File: config.mk
export PLATFORM = sky130hd
export DESIGN_NAME = activation_control
export DESIGN_NICKNAME = d
export VERILOG_FILES = /design/src/rtl/tpu_pkg.sv /design/src/rtl/pipeline_delay.sv /design/src/rtl/activation_control.sv
export SDC_FILE = /design/constraint.sdc
export NUM_CORES = 1
export LEC_CHECK = 0
export CORE_MARGIN = 5
export CORE_UTILIZATION = 45
export CTS_CLUSTER_DIAMETER = 200
export DETAILED_ROUTE_END_ITERATION = 8
export PLACE_DENSITY = 0.74
export REMOVE_ABC_BUFFERS = 1
export SYNTH_ARGS = -nofsm -noshare
export SYNTH_HDL_FRONTEND = slang
export SYNTH_SLANG_ARGS = --single-unit
File: constraint.sdc
create_clock -name clk -period 12.4 [get_ports clk]
set_clock_uncertainty 0.2 [all_clocks]
set_input_delay 1.86 -clock clk [delete_from_list [all_inputs] [get_ports clk]]
set_output_delay 1.86 -clock clk [all_outputs]
set_load 0.1 [all_outputs]
File: src/rtl/tpu_pkg.sv
// rtl/tpu_pkg.sv - shared types and widths for the activation control path
package tpu_pkg;

  localparam int TPU_ACC_ADDR_WIDTH = 16;
  localparam int TPU_BUF_ADDR_WIDTH = 24;
  localparam int TPU_LENGTH_WIDTH   = 32;

  typedef enum logic [1:0] {
    NO_ACTIVATION = 2'd0,
    RELU          = 2'd1,
    SIGMOID       = 2'd2
  } activation_type;

  typedef enum logic [1:0] {
    IDLE  = 2'd0,
    ISSUE = 2'd1,
    DRAIN = 2'd2
  } ctrl_state_t;

  // Per-instruction activation configuration held for the whole run
  typedef struct packed {
    activation_type func;
    logic           is_signed;
  } act_cfg_t;

  // Full activation instruction at the default widths
  typedef struct packed {
    logic [TPU_ACC_ADDR_WIDTH-1:0] acc_addr;
    logic [TPU_BUF_ADDR_WIDTH-1:0] buf_addr;
    logic [TPU_LENGTH_WIDTH-1:0]   length;
    act_cfg_t                      cfg;
  } act_instr_t;

endpackage

File: src/rtl/pipeline_delay.sv
// rtl/pipeline_delay.sv - enable-gated shift register of configurable width and depth
module pipeline_delay #(
  parameter int WIDTH = 1,
  parameter int DEPTH = 1
) (
  input  logic             clk,
  input  logic             rst,
  input  logic             en,
  input  logic [WIDTH-1:0] din,
  output logic [WIDTH-1:0] dout
);

  logic [WIDTH-1:0] stages [DEPTH];

  // Shift one stage per enabled cycle; reset empties the whole line
  always_ff @(posedge clk or posedge rst) begin
    if (rst) begin
      for (int i = 0; i < DEPTH; i++) stages[i] <= '0;
    end else if (en) begin
      stages[0] <= din;
      for (int i = 1; i < DEPTH; i++) stages[i] <= stages[i-1];
    end
  end

  assign dout = stages[DEPTH-1];

endmodule

File: src/rtl/activation_control.sv
// rtl/activation_control.sv - sequences accumulator reads and unified buffer writes through the activation unit
module activation_control
  import tpu_pkg::*;
#(
  parameter int ACC_ADDR_WIDTH     = TPU_ACC_ADDR_WIDTH,
  parameter int BUF_ADDR_WIDTH     = TPU_BUF_ADDR_WIDTH,
  parameter int LENGTH_WIDTH       = TPU_LENGTH_WIDTH,
  parameter int ACC_READ_LATENCY   = 2,
  parameter int ACTIVATION_LATENCY = 3
) (
  input  logic                      clk,
  input  logic                      rst,
  input  logic                      enable,
  input  logic                      instr_valid,
  output logic                      instr_ready,
  input  logic [ACC_ADDR_WIDTH-1:0] instr_acc_addr,
  input  logic [BUF_ADDR_WIDTH-1:0] instr_buf_addr,
  input  logic [LENGTH_WIDTH-1:0]   instr_length,
  input  activation_type            instr_function,
  input  logic                      instr_signed,
  output logic                      acc_read_en,
  output logic [ACC_ADDR_WIDTH-1:0] acc_read_addr,
  output activation_type            act_function,
  output logic                      act_signed,
  output logic                      buf_write_en,
  output logic [BUF_ADDR_WIDTH-1:0] buf_write_addr,
  output logic                      busy,
  output logic                      done
);

  localparam int WRITE_LATENCY = ACC_READ_LATENCY + ACTIVATION_LATENCY;

  ctrl_state_t               state, state_next;
  logic [ACC_ADDR_WIDTH-1:0] acc_ptr;
  logic [BUF_ADDR_WIDTH-1:0] buf_ptr;
  logic [LENGTH_WIDTH-1:0]   issue_left;
  logic [LENGTH_WIDTH-1:0]   write_left;
  act_cfg_t                  cfg;
  logic                      zero_pending;
  logic                      act_window;
  logic                      accept;
  logic                      issuing;
  logic [BUF_ADDR_WIDTH:0]   wr_tap;
  logic                      fn_tap;
  logic                      act_on;

  assign issuing        = (state == ISSUE);
  assign instr_ready    = enable && (state == IDLE);
  assign accept         = instr_ready && instr_valid;
  assign busy           = (state != IDLE);
  assign acc_read_addr  = issuing ? acc_ptr : '0;
  assign buf_write_en   = enable && wr_tap[BUF_ADDR_WIDTH];
  assign buf_write_addr = wr_tap[BUF_ADDR_WIDTH-1:0];
  assign act_on         = act_window || fn_tap;
  assign act_function   = act_on ? cfg.func : NO_ACTIVATION;
  assign act_signed     = act_on && cfg.is_signed;

  // Write strobe and its address travel together, arriving one full read+activation latency later
  pipeline_delay #(.WIDTH(BUF_ADDR_WIDTH + 1), .DEPTH(WRITE_LATENCY)) u_write_delay (
    .clk  (clk),
    .rst  (rst),
    .en   (enable),
    .din  ({issuing, (issuing ? buf_ptr : '0)}),
    .dout (wr_tap)
  );

  // Marks rows reaching the activation unit input, used to open the function window
  pipeline_delay #(.WIDTH(1), .DEPTH(ACC_READ_LATENCY)) u_fn_delay (
    .clk  (clk),
    .rst  (rst),
    .en   (enable),
    .din  (issuing),
    .dout (fn_tap)
  );

  // Next-state decode plus read strobe and completion pulse
  always_comb begin
    state_next  = state;
    acc_read_en = 1'b0;
    done        = 1'b0;
    unique case (state)
      IDLE: begin
        done = enable && zero_pending;
        if (accept && (instr_length != '0)) state_next = ISSUE;
      end
      ISSUE: begin
        acc_read_en = enable;
        if (enable && (issue_left == LENGTH_WIDTH'(1))) state_next = DRAIN;
      end
      DRAIN: begin
        if (enable && (write_left == '0)) begin
          done       = 1'b1;
          state_next = IDLE;
        end
      end
      default: state_next = IDLE;
    endcase
  end

  // State register; enable low holds the current state
  always_ff @(posedge clk or posedge rst) begin
    if (rst) state <= IDLE;
    else     state <= state_next;
  end

  // Instruction latch and per-row read/write address counters
  always_ff @(posedge clk or posedge rst) begin
    if (rst) begin
      acc_ptr      <= '0;
      buf_ptr      <= '0;
      issue_left   <= '0;
      cfg          <= '{func: NO_ACTIVATION, is_signed: 1'b0};
      zero_pending <= 1'b0;
    end else if (accept) begin
      acc_ptr      <= instr_acc_addr;
      buf_ptr      <= instr_buf_addr;
      issue_left   <= instr_length;
      cfg          <= '{func: instr_function, is_signed: instr_signed};
      zero_pending <= (instr_length == '0);
    end else if (enable) begin
      zero_pending <= 1'b0;
      if (issuing) begin
        acc_ptr    <= acc_ptr + ACC_ADDR_WIDTH'(1);
        buf_ptr    <= buf_ptr + BUF_ADDR_WIDTH'(1);
        issue_left <= issue_left - LENGTH_WIDTH'(1);
      end
    end
  end

  // Outstanding writes; reaching zero in DRAIN ends the instruction
  always_ff @(posedge clk or posedge rst) begin
    if (rst)               write_left <= '0;
    else if (accept)       write_left <= instr_length;
    else if (buf_write_en) write_left <= write_left - LENGTH_WIDTH'(1);
  end

  // Function window: opens when the first row reaches the unit, closes with the last write
  always_ff @(posedge clk or posedge rst) begin
    if (rst) begin
      act_window <= 1'b0;
    end else if (enable) begin
      if (buf_write_en && (write_left == LENGTH_WIDTH'(1))) act_window <= 1'b0;
      else if (fn_tap)                                      act_window <= 1'b1;
    end
  end

endmodule
* After elaboration in Yosys (flattened, before gate mapping)
Index checks and enable logic that the tools add are counted.
** Cells by class
- Add/sub/neg operators :: 4
- Equal/unequal tests :: 7
- Multiplexer cells :: 25
- Reduce and logical (&&, ||, !) cells :: 22
** Operators with widths (count)
- 2-to-1 mux 32 bit :: 5
- 2-to-1 mux 24 bit :: 4
- == test 32 x 1 -> 1 bit, second input constant :: 2
- zero test 32 bit :: 2
- 2-to-1 mux 16 bit :: 4
- subtractor 32 x 1 -> 32 bit, second input constant :: 2
- nonzero test 32 bit :: 1
- adder 24 x 1 -> 24 bit, second input constant :: 1
- adder 16 x 1 -> 16 bit, second input constant :: 1
- nonzero test 2 bit :: 5
- logical AND 1 bit :: 9
- 2-to-1 mux 2 bit :: 4
- 2-to-1 mux 1 bit :: 6
- one-hot mux 2 bit (3 select lines) :: 1
- inequality test 2 x 1 -> 1 bit, second input constant :: 2
- AND reduction 2 bit :: 2
- AND reduction 3 bit :: 1
- == test 2 x 1 -> 1 bit, second input constant :: 1
- == test 2 bit, second input constant :: 1
- zero test 2 bit :: 1
- inequality test 2 bit, second input constant :: 1
- one-hot mux 1 bit (2 select lines) :: 1
- logical OR 1 bit :: 1
** Word-level totals
- Flip-flop bits (word level) :: 238
- Bits of input ports :: 79
- Word-level logic and storage cells :: 74

* Longest topological paths before layout
- Depth in word-level cells :: 6
- Depth in mapped cells :: 9

* Hierarchy
A second synthesis with hierarchy kept.
** Unflattened totals
- Cell total of the unflattened synthesis :: 1058
- Area total of the unflattened synthesis :: 11626.2 um^2
** Modules (own cells, without submodules)
- activation_control :: times used 1, cells each 763, area each 6521.3 um^2, sequential area each 2777.7 um^2
- pipeline_delay at u_write_delay :: times used 1, cells each 290, area each 5028.6 um^2, sequential area each 3128.0 um^2
- pipeline_delay at u_fn_delay :: times used 1, cells each 5, area each 76.3 um^2, sequential area each 50.0 um^2

* Least setup slack after synthesis
OpenSTA, ideal clock, no wires.
- Path type :: input to output
- Start :: in enable
- End :: out done
- Data arrival time :: 5574 ps
- Data required time :: 10340 ps
- Path slack :: 4766 ps
- Stages on the path :: 4
- Buffers on the path :: 1
- Cells stage by stage :: clkbuf_1 -> nor3b_1 -> nand2_1 -> o21ai_0
** Between the ends
- Word-level cells in the longest chain between the ends :: 3
- Elaborated cells between the ends (all ways) :: 4
- Those cells by class :: 2 x mux; 2 x reduce/logical
** Ends and longest elaborated chain
- start: declaration :: line activation_control.sv:13 : input logic enable,
- logical AND 1 bit :: line activation_control.sv:91 : if (enable && (write_left == '0)) begin
- 2-to-1 mux 1 bit :: line activation_control.sv:91
- one-hot mux 1 bit (2 select lines) (*) :: line activation_control.sv:81 : unique case (state)
- end: declaration :: line activation_control.sv:28 : output logic done
Every way passes the cells marked *; elsewhere a longest branch is shown, timed or not.

* Worst setup path in the final report
- Start :: in enable
- End :: out acc_read_en
** Between the ends
- Word-level cells in the longest chain between the ends :: 1
** Ends and longest elaborated chain
- 2-to-1 mux 1 bit :: line activation_control.sv:81
- end: declaration :: line activation_control.sv:21 : output logic acc_read_en,
No other way between the ends.

==> qor.yml <==
status: "finished, final reports clean"
drc_errors: 0
clock_power_share_pct: 21.6
rsz0062_at_grt: "no"
avgSynthCellArea_um2: 10.7
finalSetupViolations: 0
hold_path.class: "register to register"
ctsResizeCount: 0
fp.dieW_um: 167
cts_made_buffers: 25
ctsLongestPathBuffers: 3
ant_nets: 0
cts_root_buf: "clkbuf_16"
powerDensity_nw_per_um2: 267
power_leakage_nw: 5.58
core_area_um2: 24300
arrival_ns: 4.35
internal_power_mw: 2.06
final_nets: 1206
vias: 8358
die_h_um: 167
synth_area_um2: 11100
initial_core_util_pct: 45.7
clock.fmax_mhz: 156
dp_hpwl_um: 17600
period_share_pct: 51.7
htreeDepth: 1
end_kind: "primary output"
p_seq_share_pct: 38.8
antenna_cells: 0
yosys_warnings: 0
synth_seq_area_share_pct: 53.1
holdWs_ns: 0.265
track_usage_pct: 18.4
r2r_setup_slack_ns: 8.99
clk_pin_slew_ns: 0.05
drtIter0Drc: 609
cap_viol_max_count: 0
startpoint_type: "input port"
path_max_fanout: 59
crit_buf_inv: 4
async_reset_ff_share_pct: 100
regToRegEndpoint: "issue_left[4]$_DFFE_PP0P_"
place.gp.congestion: 0.862
p_comb_share_pct: 39.6
syn_to_final_growth_pct: 19.8
grt_pass1_wl_um: 43000
wl_per_cell_um: 18.0
routed_via_density: 5.73
cpMostUsedCell: "buf_4"
grt_pass1_vias: 8359
drive_above_1_share_pct: 14.9
ys.flop_type: "dfrtp_1"
p_sw_share_pct: 42.0
cp_cell_sequence: "buf_4 > nand3b_1 > inv_1 > buf_4 > clkdlybuf4s50_1"
synth_edf_count: 0
cts_tree: "done"
p_total_mw: 3.56
io_pins: 127
wirelength_um: 26200
drv_slew: 0
tightest_slew_ns: 1.09
whs_path_depth: 2
switching_power_mw: 1.50
dieArea_um2: 28000
io_buffer_count: 126
critical_path_required_ns: 10.34
fin_setup_tns_ns: 0
antenna_found_initial: 0
ff2ff_path_depth: 7
clock_sinks: 236
cp_slowest_stage_delay_ns: 1.23
ys_ff_latch: 236
timing.final.hold_violations: 0
synth_cell_type_count: 58
rows: 57
cts_setup_buffers: 0
grt-ovfl-total: 0
hold_buffers: 0
grt_max_degree: 95
cp_slowest_cell: "clkdlybuf4s50_1"
first_pass_iters: 5
clk_latency_ns: 0.51
hold_end: "cfg[1]$_DFFE_PP0P_"
syn-instance-count: 1039
relSlewSlack_pct: 27.3
vdd_drop_max_mv: 0.159
rr_startpoint: "state[0]$_DFFE_PP0P_"
worstHoldStart: "cfg[1]$_DFFE_PP0P_"
path_delay_family: "buffers and inverters"
setup.worst_path.class: "input port to primary output"
period_needed_ns: 6.41
==> power groups by stage <==
stage | Sequential (mW) | Combinational [mW] | Clock [mW]
after global routing | 1.43 | 1.51 | 0.820
after global placement | 1.37 | 1.38 | 0
final | 1.38 | 1.41 | 0.769
after detailed placement | 1.39 | 1.41 | 0
after CTS | 1.38 | 1.42 | 0.783
after floorplan | 1.57 | 0.833 | 0
==> metrics by stage <==
| step | cell area (um^2) | util [%] | std cells | worst slack, ns |
|---|---|---|---|---|
| finish | 13300 | 54.8 | 1459 | 5.99 |
| floorplan | 10700 | - | 958 | 0.554 |
| detailed placement | 12500 | 51.3 | 1418 | 5.97 |
| global placement | 12500 | 51.3 | 1418 | 5.94 |
| global route | 13300 | 54.8 | 1459 | 5.88 |
| CTS | 13300 | 54.8 | 1459 | 5.98 |
==> layout by cell type (no fill, tap or decap), types with 5 or more instances in the layout <==
| cell type | synthesis | routed |
|---|---|---|
| ha_1 | 6 | 6 |
| nor4_1 | 23 | 23 |
| or3_1 | 13 | 13 |
| clkbuf_8 | 0 | 5 |
| inv_1 | 13 | 12 |
| clkbuf_16 | 0 | 25 |
| nand2_1 | 125 | 124 |
| nand3_1 | 51 | 51 |
| a22o_1 | 12 | 12 |
| xnor2_1 | 10 | 10 |
| o2bb2ai_1 | 13 | 13 |
| mux2_2 | 101 | 101 |
| a221o_1 | 10 | 10 |
| nor3b_1 | 5 | 5 |
| nand3b_1 | 6 | 6 |
| nand4_1 | 21 | 21 |
| o311ai_0 | 17 | 17 |
| clkbuf_1 | 47 | 5 |
| nand2b_1 | 7 | 7 |
| or4_1 | 13 | 13 |
| a31oi_1 | 10 | 10 |
| and2_1 | 15 | 15 |
| nor2_1 | 54 | 53 |
| o21ai_0 | 61 | 61 |
| clkdlybuf4s50_1 | 0 | 125 |
| buf_4 | 25 | 11 |
| nor3_1 | 21 | 21 |
| a21oi_1 | 18 | 18 |
| dfrtp_1 | 236 | 236 |
| xor2_1 | 21 | 21 |
| o211ai_1 | 24 | 24 |
==> cell families (layout without fill, tap and decap cells) <==
| group | Yosys count | after routing | synth area share [%] |
|---|---|---|---|
| simple gates | 380 | 380 | 17.5 |
| flops | 236 | 236 | 53.1 |
| compound gates | 190 | 190 | 11.9 |
| mux | 101 | 101 | 10.2 |
| buf+inv | 95 | 191 | 4.22 |
| xor+xnor | 31 | 31 | 2.44 |
| fa+ha+maj | 6 | 6 | 0.675 |
==> layout make-up <==
class	count	area, um^2
flip-flops and latches	236	5910
inverters	14	60.1
repair buffers	136	1330
clock buffers	35	713
fillers	2092	11000
clock inverters	6	133
well taps	324	405
multi-input cells	708	4780
==> registers in the layout, summed over array words and instances, names as in the netlist <==
register,count
acc_ptr,16
cfg,3
write_left,32
act_window,1
u_write_delay.stages,100
state,2
issue_left,32
buf_ptr,24
u_write_delay.dout,25
zero_pending,1
==> Yosys cell counts (3+ instances only) <==
master	instances	area, um^2
clkbuf_1	47	176
nand2b_1	7	43.8
a22o_1	12	105
nand4_1	21	131
or3_1	13	81.3
nand3b_1	6	45.0
o21ai_0	61	305
o221ai_1	3	26.3
nand2_1	125	469
and3_1	3	18.8
dfrtp_1	236	5910
o311ai_0	17	149
xnor2_1	10	87.6
buf_1	4	15.0
buf_2	3	15.0
or2_2	4	25.0
xor2_1	21	184
a21oi_1	18	90.1
nor2_1	54	203
nor3b_1	5	37.5
nor4bb_1	3	30.0
mux2_2	101	1140
buf_4	25	188
a221o_1	10	100
o2bb2ai_1	13	114
nor4_1	23	144
nand4b_1	3	26.3
or4_1	13	97.6
and2_1	15	93.8
nor2b_1	4	25.0
inv_1	13	48.8
ha_1	6	75.1
o311a_1	3	30.0
nand3_1	51	255
nor3_1	21	105
a31oi_1	10	62.6
o211ai_1	24	180
a22oi_1	4	30.0
==> layer usage <==
layer  GRT usage (%)  vias up  share of wire [%]
li1                -     3945                  -
met1            24.9     4101                 44
met2            30.8      253                 48
met3            2.29       59                4.6
met4            6.35        0                3.2
met5               0        -                  0
==> how the worst max path moves through the flow <==
stage	depth (start not counted)	from	end	slack, ns
after CTS	5	enable	acc_read_en	5.98
after detailed placement	5	enable	acc_read_en	5.97
after floorplan	5	instr_valid	issue_left[4]$_DFFE_PP0P_	0.55
after global routing	5	enable	acc_read_en	5.88
after global placement	5	enable	acc_read_en	5.94
final	5	enable	acc_read_en	5.99
==> worst register-to-register path, cell delays in order, from the launching register on <==
cell and delay, ns:
dfrtp_1 0.48, nor4bb_4 0.98, buf_4 0.84, nor2_2 0.07, buf_4 0.27, a211oi_1 0.31, a21oi_1 0.07, nor2_1 0.11
Note: power is estimated with default switching activity, not from simulation.
